### config.mk
export PLATFORM = sky130hd
export DESIGN_NAME = inst_fetch_queue
export DESIGN_NICKNAME = d
export VERILOG_FILES = /design/src/rtl/inst_fetch_queue.sv
export SDC_FILE = /design/constraint.sdc
export NUM_CORES = 1
export LEC_CHECK = 0
export BUFFER_PORTS_ARGS = -buffer_cell sky130_fd_sc_hd__buf_2
export CORE_UTILIZATION = 45
export CTS_CLUSTER_SIZE = 12
export DETAILED_ROUTE_END_ITERATION = 6
export PLACE_DENSITY = 0.75
export SLEW_MARGIN = 10
export SYNTH_ARGS = -nofsm -noshare
export SYNTH_HDL_FRONTEND = slang
export SYNTH_SLANG_ARGS = --single-unit
### constraint.sdc
create_clock -name clk -period 2.65 [get_ports clk]
set_clock_uncertainty 0.2 [all_clocks]
set_input_delay 0.3975 -clock clk [delete_from_list [all_inputs] [get_ports clk]]
set_output_delay 0.3975 -clock clk [all_outputs]
set_load 0.02 [all_outputs]
### src/rtl/inst_fetch_queue.sv
// Fetch stage: walks the PC through instmem and buffers {pc, inst} pairs for decode.
// A redirect flushes the buffer and restarts fetch at a word-aligned PC.
module inst_fetch_queue #(
  parameter int unsigned    W        = 32,
  parameter int unsigned    DEPTH    = 4,
  parameter logic [W-1:0]   RESET_PC = '0
) (
  input  logic         clk,
  input  logic         rst,
  output logic [W-1:0] imem_addr,
  input  logic [W-1:0] imem_inst,
  input  logic         redirect_valid,
  input  logic [W-1:0] redirect_pc,
  output logic         out_valid,
  input  logic         out_ready,
  output logic [W-1:0] out_pc,
  output logic [W-1:0] out_inst
);

  localparam int unsigned   AW        = $clog2(DEPTH);
  localparam logic [AW:0]   CountFull = (AW+1)'(DEPTH);

  logic [W-1:0]  fetch_pc_q, fetch_pc_d;
  logic [AW-1:0] rd_ptr_q, rd_ptr_d;
  logic [AW-1:0] wr_ptr_q, wr_ptr_d;
  logic [AW:0]   count_q, count_d;
  logic [W-1:0]  pc_mem_q   [DEPTH];
  logic [W-1:0]  inst_mem_q [DEPTH];

  logic not_empty;
  logic pop;
  logic push;

  // A redirect hides the head so decode never consumes a soon-to-be-flushed entry.
  always_comb begin
    not_empty = (count_q != '0);
    out_valid = not_empty & ~redirect_valid;
    pop       = out_valid & out_ready;
    push      = ~redirect_valid & ((count_q < CountFull) | pop);
    imem_addr = fetch_pc_q;
    out_pc    = not_empty ? pc_mem_q[rd_ptr_q]   : '0;
    out_inst  = not_empty ? inst_mem_q[rd_ptr_q] : '0;
  end

  always_comb begin
    fetch_pc_d = fetch_pc_q;
    rd_ptr_d   = rd_ptr_q;
    wr_ptr_d   = wr_ptr_q;
    count_d    = count_q;
    if (redirect_valid) begin
      fetch_pc_d = {redirect_pc[W-1:2], 2'b00};
      rd_ptr_d   = '0;
      wr_ptr_d   = '0;
      count_d    = '0;
    end else begin
      if (push) begin
        wr_ptr_d   = wr_ptr_q + AW'(1);
        fetch_pc_d = fetch_pc_q + W'(4);
      end
      if (pop) begin
        rd_ptr_d = rd_ptr_q + AW'(1);
      end
      case ({push, pop})
        2'b10:   count_d = count_q + (AW+1)'(1);
        2'b01:   count_d = count_q - (AW+1)'(1);
        default: count_d = count_q;
      endcase
    end
  end

  always_ff @(posedge clk) begin
    if (rst) begin
      fetch_pc_q <= RESET_PC;
      rd_ptr_q   <= '0;
      wr_ptr_q   <= '0;
      count_q    <= '0;
    end else begin
      fetch_pc_q <= fetch_pc_d;
      rd_ptr_q   <= rd_ptr_d;
      wr_ptr_q   <= wr_ptr_d;
      count_q    <= count_d;
    end
  end

  // Storage needs no reset: entries are only visible while count is nonzero.
  always_ff @(posedge clk) begin
    if (push) begin
      pc_mem_q[wr_ptr_q]   <= fetch_pc_q;
      inst_mem_q[wr_ptr_q] <= imem_inst;
    end
  end

endmodule

==> reports/metrics.cfg <==
[sta]
final.setup.worst_slack_ps = -2.73
setup_tns_ps = -6.38
finalCritPeriodShare = 1.00
slew_violations = 0
hold_viol = 0
max_freq_mhz = 377
rsz0062_at_grt = yes
slew_headroom = 0.583
worst_slew_pin_slew_ps = 626
setup_viol = 3
finalCriticalPeriod_ps = 2650

[run_status]
violations = negative setup slack
outcome = finished, violations left

[grt]
grt_use_total = 0.191
grt-ovfl-total = 0
grt_pass1_wl_um = 38000
antenna_found_initial = 0
grt_pass1_vias = 6818
grt_max_degree = 64

[floorplanning]
die-width_um = 162
rows = 58
die_area_mm2 = 0.0262
die_y_um = 162
start_util = 0.459
io_pins = 165
core_mm2 = 0.0251

[finish]
seq_area_mm2 = 0.00824
multi_input_area_mm2 = 0.00314
antenna_cells = 0
fin_cells = 1281
num-fill-cells = 1910
fin_nets = 1004
drive_above_1_share = 0.358
fin_area_mm2 = 0.0149
area_growth_pct = 29.5

[worst_setup_path]
rr_startpoint = count_q[2]
max_stage_delay_ps = 520
cp.arrival_ps = 2060
rr_worst_depth = 8
end_kind = primary output
reg2reg_to = count_q[2]
crit_chain = buf_8 -> clkbuf_16 -> mux4_2 -> nor2b_4 -> buf_6
cp.depth = 5
cp_num_buf_inv = 3
endpoint = out_pc[15]
path_max_fanout = 5
setup.worst_path.class = reg -> out
crit_family = multiplexers
start_kind = flip-flop
required_ps = 2050
rrSetupSlack_ps = 340
worst_path_max_delay_cell = mux4_2

[yosys]
synth-async-reset-ratio = 0
synth_flop_cell = edfxtp_1
synth_edf_count = 248
synth.area.top_cells = edfxtp_1 65%, mux4_2 12%, dfxtp_1 6.8%, nor2b_1 3.4%, xor2_1 2.0%
avgSynthCellArea_um2 = 17.5
netlist_instances = 658
yosysWarnings = 0
yosysUniqueCellTypes = 43
synth_top_cell_by_area = edfxtp_1
ys_ff_latch = 287
syn_area_mm2 = 0.0115
seq_area_frac_synth = 0.714
synth.top_cell.area_share = 0.647

[power_and_ir_drop]
p_leak_nw = 5.35
powerDensity_mw_per_mm2 = 657
ir_drop_mv = 0.547

[worst_hold_path]
hold_depth = 3
hold_path.class = in -> reg

[placed_design]
hpwl_um = 15100
placed_cells = 1152
gp_congestion = 0.809
dpl_cell_area_mm2 = 0.0130
numPortBuffers = 158

[clocking]
cts.sinks = 287
cts_tree = yes
cts.reportedPaths.clkPinSlew_ps = 60
cts-root-buf = clkbuf_16
cts_made_buffers = 30
clk_latency_ps = 540
cts.path.max_buffers = 3
htreeDepth = 1

[drt]
via_per_inst = 5.24
routed_wl_um = 25300
drt-initial-drc-count = 436
routedWlPerCell_um = 19.7
ant_nets = 0
first_pass_iters = 5
vias = 6716
drc = 0

[run]
maxCapViolCount = 0

what timing repair did:
action | CTS | global route
pin swaps | 0 | 0
buffers inserted | 2 | 5
hold buffers | 61 | 0
setup endpoints to repair | 55 | 61
gates cloned | 0 | 7
gates resized for setup | 0 | 50
hold endpoints to repair | 157 | 0
where the power goes:
group	total (W)	internal (W)	leakage [nW]	switching, W
Combinational	0.000816	0.000371	2.29	0.000445
Sequential	0.00515	0.00508	2.61	0.0000745
Clock	0.00383	0.00226	0.441	0.00157
Total	0.00980	0.00771	5.35	0.00209
state kept, by name, summed over array words and instances (netlist names), named ones only:
signal	cells
count_q	3
imem_addr	30
inst_mem_q	128
pc_mem_q	120
rd_ptr_q	2
wr_ptr_q	2
worst min-delay path by stage:
stage                              start      endpoint  slack [ps]
after floorplan               count_q[1]    count_q[1]         280
after global placement       rd_ptr_q[1]     flip-flop         300
after detailed placement     rd_ptr_q[1]     flip-flop         320
after CTS                 redirect_valid  imem_addr[5]           1
after global routing      redirect_valid  imem_addr[6]          30
final                     redirect_valid  imem_addr[5]          20
cells by family (layout without fill, tap and decap cells):
group	count (synthesis)	after routing	share of synthesized area
AO/OA/AOI/OAI	48	48	0.0306
XOR/XNOR	30	30	0.0228
adder cells (fa/ha/maj)	7	7	0.00826
buffers and inverters	49	339	0.0194
flip-flops	287	287	0.714
multiplexers	63	63	0.122
other	1	4	0.000326
AND/OR/NAND/NOR	173	173	0.0819
layout make-up:
class / instances / share of cell area
sequential: 287 / 0.552
multi-input combinational: 325 / 0.210
timing repair buffer: 275 / 0.147
clock buffer: 44 / 0.0560
tap: 330 / 0.0277
clock inverter: 10 / 0.00461
inverter: 10 / 0.00252
metrics by stage:
step	util	setup slack, ps	total power [W]	hold WS [ps]
final	0.594	-2.73	0.00980	20.5
after global routing	0.594	-84.2	0.0101	34.5
after CTS	0.580	-49.3	0.00987	1.23
after detailed placement	0.519	280	0.00596	316
after global placement	0.519	280	0.00594	303
after floorplan	-	208	0.00564	281
layer usage:
layer	vias to the layer above	global-route usage	share of wire
met2	219	0.320	0.49
met4	0	0.0442	0.016
met5	-	0	0
met3	31	0.0250	0.050
met1	3371	0.266	0.44
li1	3095	-	-
Yosys cell counts (2+ instances only):
library cell	instances
nor2b_1	62
o22ai_1	2
buf_6	2
or3_1	3
buf_2	8
a211oi_2	3
mux4_2	62
nand4b_1	4
and4_1	2
edfxtp_1	248
inv_1	10
nor3_1	3
clkbuf_1	24
and3_1	7
xor2_1	26
buf_4	4
o21ai_0	3
a211oi_1	17
a21oi_1	15
xnor2_1	4
ha_1	6
a311oi_1	2
and2_1	4
dfxtp_1	39
nand3_1	16
nand2_1	30
nor2_1	29
nand4_1	8
placed cells by master, fill, tap and decap left out, types with 3 or more instances in the layout:
master,instances
o21ai_0,3
conb_1,4
clkinv_1,5
nand4_1,8
or3_1,3
buf_4,39
buf_6,15
xnor2_1,4
inv_1,10
dlygate4sd3_1,61
nor2b_2,7
buf_2,140
nor2_1,29
buf_12,13
and3_1,7
clkbuf_1,12
nand4b_1,4
nor2b_4,4
and2_4,4
edfxtp_1,248
nand3_1,16
a211oi_2,3
mux4_2,62
a21oi_1,15
nor2b_1,51
dfxtp_1,37
clkbuf_16,36
clkinv_2,4
a211oi_1,17
xor2_1,26
ha_1,6
nand2_1,30
worst min-delay path: cells and delay by family:
family / cells / cell delay (ps)
AO/OA/AOI/OAI: 1 / 50
buffers and inverters: 1 / 180
AND/OR/NAND/NOR: 1 / 80
Note: power is estimated with default switching activity, not from simulation.
